**config.mk**
```make
export PLATFORM = sky130hd
export DESIGN_NAME = detector_trigger_arbiter_flat
export DESIGN_NICKNAME = d
export VERILOG_FILES = /design/src/rtl/detector_trigger_arbiter_if.sv /design/src/rtl/detector_trigger_arbiter.sv /design/src/flat_wrapper.sv
export SDC_FILE = /design/constraint.sdc
export NUM_CORES = 1
export LEC_CHECK = 0
export ABC_AREA = 1
export CAP_MARGIN = 10
export CORE_AREA = 2 2 139 107
export DETAILED_ROUTE_END_ITERATION = 12
export DIE_AREA = 0 0 141 109
export PLACE_DENSITY_LB_ADDON = 0.12
export SLEW_MARGIN = 20
export SYNTH_ARGS = -nofsm -noshare
export SYNTH_HDL_FRONTEND = slang
export SYNTH_SLANG_ARGS = --single-unit
```
**constraint.sdc**
```tcl
create_clock -name clock -period 7.5 [get_ports clock]
set_clock_uncertainty 0.15 [all_clocks]
set_input_delay 1.5 -clock clock [delete_from_list [all_inputs] [get_ports clock]]
set_output_delay 1.5 -clock clock [all_outputs]
set_load 0.005 [all_outputs]
```
**src/rtl/detector_trigger_arbiter_if.sv**
```systemverilog
// Request/grant/status bundle between the trigger requesters and the detector trigger arbiter.
interface detector_trigger_arbiter_if #(parameter int CNT_W = 16);
  logic             enable;
  logic             calib_req;
  logic             shot_req;
  logic             detector_ready;
  logic             trigger_out;
  logic             calib_grant;
  logic             shot_grant;
  logic             busy;
  logic [1:0]       arb_state;
  logic [CNT_W-1:0] calib_count;
  logic [CNT_W-1:0] shot_count;
  logic [CNT_W-1:0] drop_count;

  modport slave (
    input  enable, calib_req, shot_req, detector_ready,
    output trigger_out, calib_grant, shot_grant, busy, arb_state,
           calib_count, shot_count, drop_count
  );

  modport master (
    output enable, calib_req, shot_req, detector_ready,
    input  trigger_out, calib_grant, shot_grant, busy, arb_state,
           calib_count, shot_count, drop_count
  );
endinterface

```
**src/rtl/detector_trigger_arbiter.sv**
```systemverilog
// Shares the detector trigger line between calibration and shot requesters (shot wins),
// emits a fixed-width pulse, then enforces a dead time and the detector-ready handshake.
module detector_trigger_arbiter #(
  parameter int PULSE_WIDTH    = 20,
  parameter int HOLDOFF_CYCLES = 1_280_000,
  parameter int CNT_W          = 16
) (
  input logic                       clock,
  input logic                       reset_signal,
  detector_trigger_arbiter_if.slave bus
);
  localparam int PW_W  = (PULSE_WIDTH > 1) ? $clog2(PULSE_WIDTH) : 1;
  localparam int HO_W  = $clog2(HOLDOFF_CYCLES + 1);
  localparam int CALIB = 0;
  localparam int SHOT  = 1;

  typedef enum logic [1:0] {
    IDLE       = 2'd0,
    PULSE      = 2'd1,
    HOLDOFF    = 2'd2,
    WAIT_READY = 2'd3
  } state_t;

  state_t           state, state_nxt;
  logic [1:0]       req, req_q, rise, pend, pend_nxt, grant, drop;
  logic [1:0]       drop_inc;
  logic [1:0]       rdy_sync;
  logic             ready_sync;
  logic [PW_W-1:0]  pw_cnt;
  logic [HO_W-1:0]  ho_cnt;
  logic             trig_q, calib_grant_q, shot_grant_q;
  logic [CNT_W-1:0] calib_cnt, shot_cnt, drop_cnt;

  function automatic logic [CNT_W-1:0] sat_add(input logic [CNT_W-1:0] c, input logic [1:0] inc);
    logic [CNT_W:0] s;
    s = {1'b0, c} + (CNT_W+1)'(inc);
    return s[CNT_W] ? '1 : s[CNT_W-1:0];
  endfunction

  assign req        = {bus.shot_req, bus.calib_req};
  assign rise       = req & ~req_q;
  assign ready_sync = rdy_sync[1];

  always_ff @(posedge clock or posedge reset_signal) begin
    if (reset_signal) state <= IDLE;
    else              state <= state_nxt;
  end

  always_comb begin
    state_nxt = state;
    grant     = '0;
    case (state)
      IDLE: begin
        if (bus.enable && ready_sync && (|pend)) begin
          state_nxt = PULSE;
          if (pend[SHOT]) grant[SHOT]  = 1'b1;
          else            grant[CALIB] = 1'b1;
        end
      end
      PULSE:      if (pw_cnt == PW_W'(PULSE_WIDTH - 1))    state_nxt = HOLDOFF;
      HOLDOFF:    if (ho_cnt == HO_W'(HOLDOFF_CYCLES - 1)) state_nxt = WAIT_READY;
      WAIT_READY: if (ready_sync)                          state_nxt = IDLE;
      default:                                             state_nxt = IDLE;
    endcase
  end

  // A grant frees the slot in the same cycle, so a coincident new edge re-arms it instead of dropping.
  always_comb begin
    pend_nxt = (pend & ~grant) | rise;
    drop     = rise & pend & ~grant;
    drop_inc = {1'b0, drop[CALIB]} + {1'b0, drop[SHOT]};
  end

  always_ff @(posedge clock or posedge reset_signal) begin
    if (reset_signal) begin
      req_q         <= '0;
      pend          <= '0;
      rdy_sync      <= '0;
      pw_cnt        <= '0;
      ho_cnt        <= '0;
      trig_q        <= 1'b0;
      calib_grant_q <= 1'b0;
      shot_grant_q  <= 1'b0;
      calib_cnt     <= '0;
      shot_cnt      <= '0;
      drop_cnt      <= '0;
    end else begin
      req_q         <= req;
      pend          <= pend_nxt;
      rdy_sync      <= {rdy_sync[0], bus.detector_ready};
      pw_cnt        <= (state == PULSE && state_nxt == PULSE) ? pw_cnt + PW_W'(1) : '0;
      ho_cnt        <= (state == HOLDOFF && state_nxt == HOLDOFF) ? ho_cnt + HO_W'(1) : '0;
      trig_q        <= (state_nxt == PULSE);
      calib_grant_q <= grant[CALIB];
      shot_grant_q  <= grant[SHOT];
      calib_cnt     <= sat_add(calib_cnt, {1'b0, grant[CALIB]});
      shot_cnt      <= sat_add(shot_cnt, {1'b0, grant[SHOT]});
      drop_cnt      <= sat_add(drop_cnt, drop_inc);
    end
  end

  assign bus.trigger_out = trig_q;
  assign bus.calib_grant = calib_grant_q;
  assign bus.shot_grant  = shot_grant_q;
  assign bus.busy        = (state != IDLE);
  assign bus.arb_state   = state;
  assign bus.calib_count = calib_cnt;
  assign bus.shot_count  = shot_cnt;
  assign bus.drop_count  = drop_cnt;
endmodule

```
**src/flat_wrapper.sv**
```systemverilog
// flat-port wrapper written by rule: the top's interface ports become plain ports
module detector_trigger_arbiter_flat 
#(
  parameter int PULSE_WIDTH    = 20,
  parameter int HOLDOFF_CYCLES = 1_280_000,
  parameter int CNT_W          = 16
)
  (clock, reset_signal, bus_enable, bus_calib_req, bus_shot_req, bus_detector_ready, bus_trigger_out, bus_calib_grant, bus_shot_grant, bus_busy, bus_arb_state, bus_calib_count, bus_shot_count, bus_drop_count);
  detector_trigger_arbiter_if #(.CNT_W(CNT_W)) bus_i ();
  input logic clock;
  input logic reset_signal;
  input wire logic [$bits(bus_i.enable)-1:0] bus_enable;
  input wire logic [$bits(bus_i.calib_req)-1:0] bus_calib_req;
  input wire logic [$bits(bus_i.shot_req)-1:0] bus_shot_req;
  input wire logic [$bits(bus_i.detector_ready)-1:0] bus_detector_ready;
  output wire logic [$bits(bus_i.trigger_out)-1:0] bus_trigger_out;
  output wire logic [$bits(bus_i.calib_grant)-1:0] bus_calib_grant;
  output wire logic [$bits(bus_i.shot_grant)-1:0] bus_shot_grant;
  output wire logic [$bits(bus_i.busy)-1:0] bus_busy;
  output wire logic [$bits(bus_i.arb_state)-1:0] bus_arb_state;
  output wire logic [$bits(bus_i.calib_count)-1:0] bus_calib_count;
  output wire logic [$bits(bus_i.shot_count)-1:0] bus_shot_count;
  output wire logic [$bits(bus_i.drop_count)-1:0] bus_drop_count;
  assign bus_i.enable = bus_enable;
  assign bus_i.calib_req = bus_calib_req;
  assign bus_i.shot_req = bus_shot_req;
  assign bus_i.detector_ready = bus_detector_ready;
  assign bus_trigger_out = bus_i.trigger_out;
  assign bus_calib_grant = bus_i.calib_grant;
  assign bus_shot_grant = bus_i.shot_grant;
  assign bus_busy = bus_i.busy;
  assign bus_arb_state = bus_i.arb_state;
  assign bus_calib_count = bus_i.calib_count;
  assign bus_shot_count = bus_i.shot_count;
  assign bus_drop_count = bus_i.drop_count;
  detector_trigger_arbiter #(.PULSE_WIDTH(PULSE_WIDTH), .HOLDOFF_CYCLES(HOLDOFF_CYCLES), .CNT_W(CNT_W)) u_core (.clock(clock), .reset_signal(reset_signal), .bus(bus_i));
endmodule
```
==> flow_summary.ini, run 1 <==
[run_status]
status = complete, no violations

[layout]
layout-drive-gt1-share_pct = 8.83
fin_util_pct = 38.8
nets = 610
layout_common_cells = 123 x nand2_1, 85 x dfrtp_1, 78 x nor2_1
mostFrequentLayoutCell = nand2_1
num_antenna_cells = 0
syn_to_final_growth_pct = 24.3

[clocking]
cts.path.max_buffers = 2
cts_made_buffers = 9
clk_pin_slew_ns = 0.06
cts_setup_buffers = 0
postCtsHoldBufs = 0
cts_tree = yes
root_buffer = clkbuf_16
cts_sinks = 85
cts_max_level = 3
cts_resized = 0
clock_latency_ns = 0.34

[routing]
wl_per_cell_um = 12.4
postRouteAntennaNets = 0
vias = 3508
routed_wirelength_um = 9710
drc = 0
routed_via_density = 4.50
drt_iter0_markers = 218
drt-pass1-iter-count = 4

[timing]
slew_headroom_pct = 35.1
tightest_slew_ns = 0.974
holdWs_ns = 0.222
slew_viol_final = 0
setup_tns_ns = 0
period_share_pct = 52.9
grt_setup_unrepaired = false
hold_viol = 0
fin_crit_ns = 3.97
fmax_mhz = 252
setup_viol = 0

[floorplanning]
start_util_pct = 31.2
dieArea_um2 = 15400
fp-row-count = 38
die_x_um = 141
die_h_um = 109
fp.coreArea_um2 = 14100
io_pins = 60

[pwr]
peakVddDrop_v = 0.000115
switchingPower_uw = 251
leakage_uw = 0.00254
seq_power_share_pct = 48.5
pwr-share-comb_pct = 9.0
p_int_uw = 788
clock_power_share_pct = 42.5
p_per_area_nw_per_um2 = 190
swShare_pct = 24.2

[logic_synthesis]
ys_seq_area_share_pct = 48.2
syn_nets = 543
syn_area_um2 = 4410
synth.yosys.warnings = 0
synthCells = 529
yosys_register_bits = 85
ys_types = 33
synth.avg_cell_area_um2 = 8.34

[worst_setup_path]
cpPeakStageDelay_ns = 0.44
r2r_cells = 15
path_cells = clkdlybuf4s50_1 -> nand2_1 -> nor2_1 -> o21ai_2 -> nor2_1 -> or3_1 -> fa_1 -> inv_1 -> ha_1 -> nand3_1 -> inv_1 -> nand2_1 -> nor2_1 -> nand3_1 -> o21a_1
critPathRequiredTime_ns = 7.58
timing.rr.end = u_core.bus.drop_count[12]
r2r_setup_slack_ns = 4.55
worstReg2RegStart = u_core.bus.arb_state[0]
cp_slowest_cell = fa_1
cp.arrival_ns = 4.05
cp-end-kind = flop
path_max_fanout = 5
critPathCapture = u_core.bus.drop_count[12]
crit_start = bus_enable
timing.critical_path.mode_cell = nor2_1
critical_path_class = primary input to flop
critPathLaunchType = primary input

[worst_hold_path]
hp-class = flop to flop

[placement]
io_buffers = 59
dpl.hpwl_um = 7030
routabilityCongestion = 0.764

[global_routing]
grt_max_degree = 76
grt_pass1_vias = 3415
antenna_found_initial = 0
grtUsageTotal_pct = 13.8
grt_pass1_wl_um = 16800
grt_overflow = 0

[job]
drv_cap = 0
==> per-stage QoR <==
| step | instance area [um^2] | total power [uW] | setup slack (ns) | std cells |
|---|---|---|---|---|
| global placement | 5190 | 607 | 3.24 | 765 |
| detailed placement | 5190 | 606 | 3.14 | 765 |
| CTS | 5480 | 1060 | 3.50 | 780 |
| finish | 5480 | 1040 | 3.53 | 780 |
| floorplan | 4410 | 552 | 3.66 | 529 |
| global route | 5480 | 1090 | 3.23 | 780 |
==> critical path: cells and delay by family <==
| family | cells | cell delay, ns |
|---|---|---|
| buf+inv | 3 | 0.59 |
| compound gates | 2 | 0.22 |
| fa+ha+maj | 2 | 0.62 |
| simple gates | 8 | 1.11 |
==> flip-flops by register name, summed over array words and instances, names as in the netlist <==
register,count
u_core.bus.trigger_out,1
u_core.bus.shot_grant,1
u_core.rdy_sync,2
u_core.ho_cnt,21
u_core.bus.drop_count,16
u_core.bus.calib_grant,1
u_core.req_q,2
u_core.bus.arb_state,2
u_core.bus.shot_count,16
u_core.pw_cnt,5
u_core.pend,2
u_core.bus.calib_count,16
==> cell type report <==
| class | count | area, um^2 |
|---|---|---|
| Fill cell | 1438 | 8640 |
| Sequential cell | 85 | 2130 |
| Multi-Input combinational cell | 379 | 2010 |
| Timing Repair Buffer | 60 | 598 |
| Inverter | 61 | 230 |
| Clock buffer | 10 | 229 |
| Tap cell | 180 | 225 |
| Clock inverter | 5 | 61.3 |
==> routing by layer <==
layer	vias up	routed length (um)	track usage [%]
met2	51	4120	21.0
li1	1816	-	-
met5	-	0	0
met1	1632	5040	19.2
met3	9	427	4.00
met4	0	117	4.07
==> kinds of logic (layout without fill, tap and decap cells) <==
group / Yosys count / in the layout / synth area share, %
buffers and inverters: 65 / 136 / 6.21
xor gates and xnor gates: 29 / 29 / 5.76
DFF: 85 / 85 / 48.2
adders and majority gates: 8 / 8 / 2.44
AOI/OAI and AO/OA: 19 / 19 / 2.47
and+or+nand+nor: 323 / 323 / 34.9
==> cell usage after synthesis, drive strengths merged <==
library cell	count	share of area, %
nand2	129	11
nor2	87	8.3
dfrtp	85	48
inv	61	5.2
nand3	60	7.8
xor2	17	3.4
nand4	15	2.4
nor3	14	2.4
o21ai	14	1.7
xnor2	12	2.4
or2	9	1.3
ha	7	2.0
nand3b	6	1.0
buf	4	1.0
a21oi	2	0.31
o21a	2	0.34
a31oi	1	0.14
and2	1	0.14
fa	1	0.45
nor4	1	0.14
or3	1	0.14
==> how the worst min path moves through the flow <==
stage,startpoint,end,slack [ns],depth (start not counted)
2_1_floorplan,u_core.rdy_sync[0],u_core.rdy_sync[1],0.18,0
3_3_place_gp,u_core.rdy_sync[0],u_core.rdy_sync[1],0.20,0
3_5_place_dp,u_core.rdy_sync[0],u_core.rdy_sync[1],0.22,0
4_1_cts,u_core.rdy_sync[0],u_core.rdy_sync[1],0.23,0
5_1_grt,u_core.rdy_sync[0],u_core.rdy_sync[1],0.24,0
6_report,u_core.rdy_sync[0],u_core.rdy_sync[1],0.22,0
==> power groups by stage <==
stage	combinational, uW	sequential, uW	clock [uW]
final	93.7	504	441
after global routing	107	509	477
after CTS	95.9	504	458
after detailed placement	93.8	512	0
after global placement	94.8	512	0
after floorplan	45.0	507	0
Power figures use the tool's default switching activity.
==> run 2, diff against run 1 <==
Clock period 7.5 ns to 3.5 ns, I/O delays scaled along.
==> flow_summary.ini, run 2 (synthesis gave the netlist of run 1 again) <==
[clocking]
postCtsHoldBufs = 0
cts.path.max_buffers = 2
clock_latency_ns = 0.35
cts_max_level = 3
root_buffer = clkbuf_16
cts_setup_buffers = 0
cts_resized = 0
clk_pin_slew_ns = 0.06
cts_made_buffers = 9
cts_sinks = 85
cts_tree = yes

[floorplanning]
fp-row-count = 38
die_x_um = 141
start_util_pct = 31.2
dieArea_um2 = 15400
fp.coreArea_um2 = 14100
io_pins = 60
die_h_um = 109

[layout]
largest-register = u_core.ho_cnt
syn_to_final_growth_pct = 25.9
fillerInstances = 1434
nets = 615
num_antenna_cells = 0
largest_register_ffs = 21
layout-drive-gt1-share_pct = 9.75
layout_common_cells = 123 x nand2_1, 85 x dfrtp_1, 78 x nor2_1
fin_util_pct = 39.3
mostFrequentLayoutCell = nand2_1

[global_routing]
grt_max_degree = 60
grt_pass1_wl_um = 16500
antenna_found_initial = 0
grt_pass1_vias = 3342
grtUsageTotal_pct = 13.7
grt_overflow = 0

[timing]
period_share_pct = 86.7
hold_viol = 0
setup_tns_ns = 0
tightest_slew_ns = 0.568
slew_viol_final = 0
grt_setup_unrepaired = false
fmax_mhz = 329
slew_headroom_pct = 62.0
setup_viol = 0
fin_crit_ns = 3.04
fin_ws_ns = 0.465

[worst_setup_path]
cp.arrival_ns = 3.12
crit_start = bus_enable
critical_path.top_delay_family = simple AND/OR/NAND/NOR gates
cpPeakStageDelay_ns = 0.44
critPathBufInv = 3
critPathLaunchType = primary input
critical_path_class = primary input to flop
timing.critical_path.mode_cell = nor2_1
path_cells = clkdlybuf4s50_1 -> nand2_1 -> nor2_1 -> o21ai_2 -> nor2_1 -> or3_1 -> fa_1 -> inv_1 -> ha_1 -> nand3_1 -> inv_1 -> nand2_1 -> nor2_1 -> nand3_1 -> o21a_1
r2r_setup_slack_ns = 0.69
worstReg2RegStart = u_core.bus.arb_state[0]
cp-end-kind = flop
critPathRequiredTime_ns = 3.59
path_max_fanout = 5
cp_slowest_cell = fa_1

[routing]
drt-pass1-iter-count = 4
routed_wirelength_um = 9800
vias = 3545
drc = 0
postRouteAntennaNets = 0
wl_per_cell_um = 12.5
drt_iter0_markers = 181
routed_via_density = 4.52

[placement]
io_buffers = 59
dp_worst_setup_slack_ns = 0.0837
routabilityCongestion = 0.806
dpl.hpwl_um = 7230

[pwr]
p_per_area_nw_per_um2 = 413
peakVddDrop_v = 0.000233
leakage_uw = 0.00258

[worst_hold_path]
min-delay-start = u_core.rdy_sync[0]
hp-class = flop to flop

[job]
drv_cap = 0

[run_status]
status = complete, no violations
## run 2: layer usage
metal | vias up | GRT usage, % | wire [um]
li1 | 1831 | - | -
met1 | 1648 | 19.7 | 5180
met2 | 57 | 19.6 | 4070
met3 | 9 | 3.91 | 397
met4 | 0 | 5.14 | 150
met5 | - | 0 | 0
## run 2: layout make-up
| type | instances | area, um^2 | area share (%) |
|---|---|---|---|
| multi-input combinational | 379 | 2010 | 36.2 |
| clock inverter | 6 | 86.3 | 1.56 |
| timing repair buffer | 65 | 648 | 11.7 |
| clock buffer | 9 | 225 | 4.06 |
| tap | 180 | 225 | 4.06 |
| sequential | 85 | 2130 | 38.3 |
| inverter | 61 | 230 | 4.15 |
## run 2: worst paths after layout
check                      cells past startpoint                   endpoint
max in group asynchronous                      3   u_core.bus.drop_count[2]
min reg2reg                                    0         u_core.rdy_sync[1]
min in group asynchronous                      2          u_core.ho_cnt[15]
max                                           15  u_core.bus.drop_count[12]
max reg2reg                                   15  u_core.bus.drop_count[12]
min                                            0         u_core.rdy_sync[1]
## run 2: where the power goes
part / internal (uW) / total (uW) / leakage, uW / switching, uW
Sequential: 1020 / 1080 / 0.00112 / 57.6
Combinational: 112 / 205 / 0.00131 / 92.3
Clock: 620 / 1010 / 0.000152 / 388
## run 2: stage by stage
step                instances  hold WS (ns)  cell area (um^2)  total power, uW
global route              785         0.216              5550             2410
global placement          770         0.192              5240             1300
detailed placement        770         0.197              5240             1310
finish                    785         0.206              5550             2300
CTS                       785         0.212              5550             2340
floorplan                 529         0.181              4410             1180
==> run 3, diff against run 2 <==
Settings changed: CELL_PAD_IN_SITES_DETAIL_PLACEMENT from default to 0, CELL_PAD_IN_SITES_GLOBAL_PLACEMENT from default to 1, CORE_AREA 2 2 139 107 to 2 2 130 100, DIE_AREA 0 0 141 109 to 0 0 132 102.
==> flow_summary.ini, run 3 (synthesis gave the netlist of run 1 again) <==
[clocking]
cts_setup_buffers = 0
root_buffer = clkbuf_16
cts_max_level = 3
postCtsHoldBufs = 0
clk_pin_slew_ns = 0.06
cts_resized = 0
clock_latency_ns = 0.33
cts_made_buffers = 9
cts.path.max_buffers = 2
cts_tree = yes
cts_sinks = 85

[run_status]
status = complete, no violations

[layout]
nets = 613
num_antenna_cells = 0
layout-drive-gt1-share_pct = 9.60
fin_util_pct = 45.5
largest-register = u_core.ho_cnt
layout_common_cells = 123 x nand2_1, 85 x dfrtp_1, 78 x nor2_1
largest_register_ffs = 21
mostFrequentLayoutCell = nand2_1
syn_to_final_growth_pct = 25.1
fillerInstances = 1228

[placement]
dpl.hpwl_um = 6950
io_buffers = 59
routabilityCongestion = 0.813

[timing]
slew_headroom_pct = 45.2
slew_viol_final = 0
period_share_pct = 87.4
hold_viol = 0
grt_setup_unrepaired = false
setup_viol = 0
fin_crit_ns = 3.06
fmax_mhz = 327
tightest_slew_ns = 0.822
setup_tns_ns = 0

[worst_setup_path]
path_depth = 15
critPathRequiredTime_ns = 3.57
critPathLaunchType = primary input
cpPeakStageDelay_ns = 0.44
r2r_cells = 15
path_cells = clkdlybuf4s50_1 -> nand2_1 -> nor2_1 -> o21ai_2 -> nor2_1 -> or3_1 -> fa_1 -> inv_1 -> ha_1 -> nand3_1 -> inv_1 -> nand2_1 -> nor2_1 -> nand3_1 -> o21a_1
cp.arrival_ns = 3.13
cp-end-kind = flop
critical_path.top_delay_family = simple AND/OR/NAND/NOR gates
cp_slowest_cell = fa_1
timing.critical_path.mode_cell = nor2_1
path_max_fanout = 5
critical_path_class = primary input to flop
critPathBufInv = 3

[routing]
routed_wirelength_um = 9520
postRouteAntennaNets = 0
drt_iter0_markers = 188
vias = 3520
wl_per_cell_um = 12.4
drt-pass1-iter-count = 4
drc = 0
routed_via_density = 4.57

[floorplanning]
start_util_pct = 36.4
dieArea_um2 = 13500
fp-row-count = 35
die_h_um = 102
fp.coreArea_um2 = 12100
io_pins = 60
die_x_um = 132

[global_routing]
grtUsageTotal_pct = 15.5
grt_pass1_wl_um = 16800
grt_max_degree = 47
grt_overflow = 0
grt_pass1_vias = 3468
antenna_found_initial = 0

[pwr]
peakVddDrop_v = 0.000337
p_per_area_nw_per_um2 = 409
leakage_uw = 0.00256

[worst_hold_path]
hp-class = flop to flop
hold_depth = 0

[job]
drv_cap = 0
[run 3: area by class of cell]
| cell class | count | area, um^2 | share of cell area (%) |
|---|---|---|---|
| clock buffer | 11 | 253 | 4.58 |
| clock inverter | 5 | 58.8 | 1.07 |
| inverter | 61 | 230 | 4.17 |
| multi-input combinational | 379 | 2010 | 36.4 |
| sequential | 85 | 2130 | 38.5 |
| tap | 166 | 208 | 3.76 |
| timing repair buffer | 63 | 633 | 11.5 |
[run 3: final timing paths]
path | end | from | slack, ns
worst max-delay path | u_core.bus.drop_count[12] | bus_enable | 0.44
worst min-delay path | u_core.rdy_sync[1] | u_core.rdy_sync[0] | 0.21
worst max register to register | u_core.bus.drop_count[12] | u_core.bus.arb_state[0] | 0.60
worst min register to register | u_core.rdy_sync[1] | u_core.rdy_sync[0] | 0.21
max in group asynchronous | u_core.bus.shot_count[9] | reset_signal | 1.86
min in group asynchronous | u_core.bus.calib_count[7] | reset_signal | 0.66
[run 3: per-layer routing]
metal | track usage (%) | vias up | routed length (um)
li1 | - | 1831 | -
met1 | 22.5 | 1622 | 5240
met2 | 23.1 | 54 | 3820
met3 | 3.97 | 13 | 363
met4 | 4.35 | 0 | 101
met5 | 0 | - | 0
[run 3: report_power, final]
part	leakage [uW]	switching, uW	total [uW]	internal, uW
Combinational	0.00130	91.0	202	111
Sequential	0.00112	53.0	1080	1020
Clock	0.000148	385	977	592
Total	0.00256	529	2260	1730
[run 3: worst register-to-register path, delay by kind of cell (launching register included)]
family,cells,cell delay [ns]
compound gates,2,0.18
simple gates,8,1.14
fa+ha+maj,2,0.61
flops,1,0.44
buf+inv,3,0.29
[run 3: per-stage QoR]
step           instance area, um^2  total power [uW]  hold slack, ns  worst slack [ns]  cells
6_report                      5520              2260           0.211             0.443    770
5_1_grt                       5520              2370           0.231             0.181    770
4_1_cts                       5520              2300           0.214             0.431    770
3_5_place_dp                  5210              1300           0.198            0.0851    754
3_3_place_gp                  5210              1300           0.182             0.167    754
2_1_floorplan                 4410              1180           0.181             0.457    529
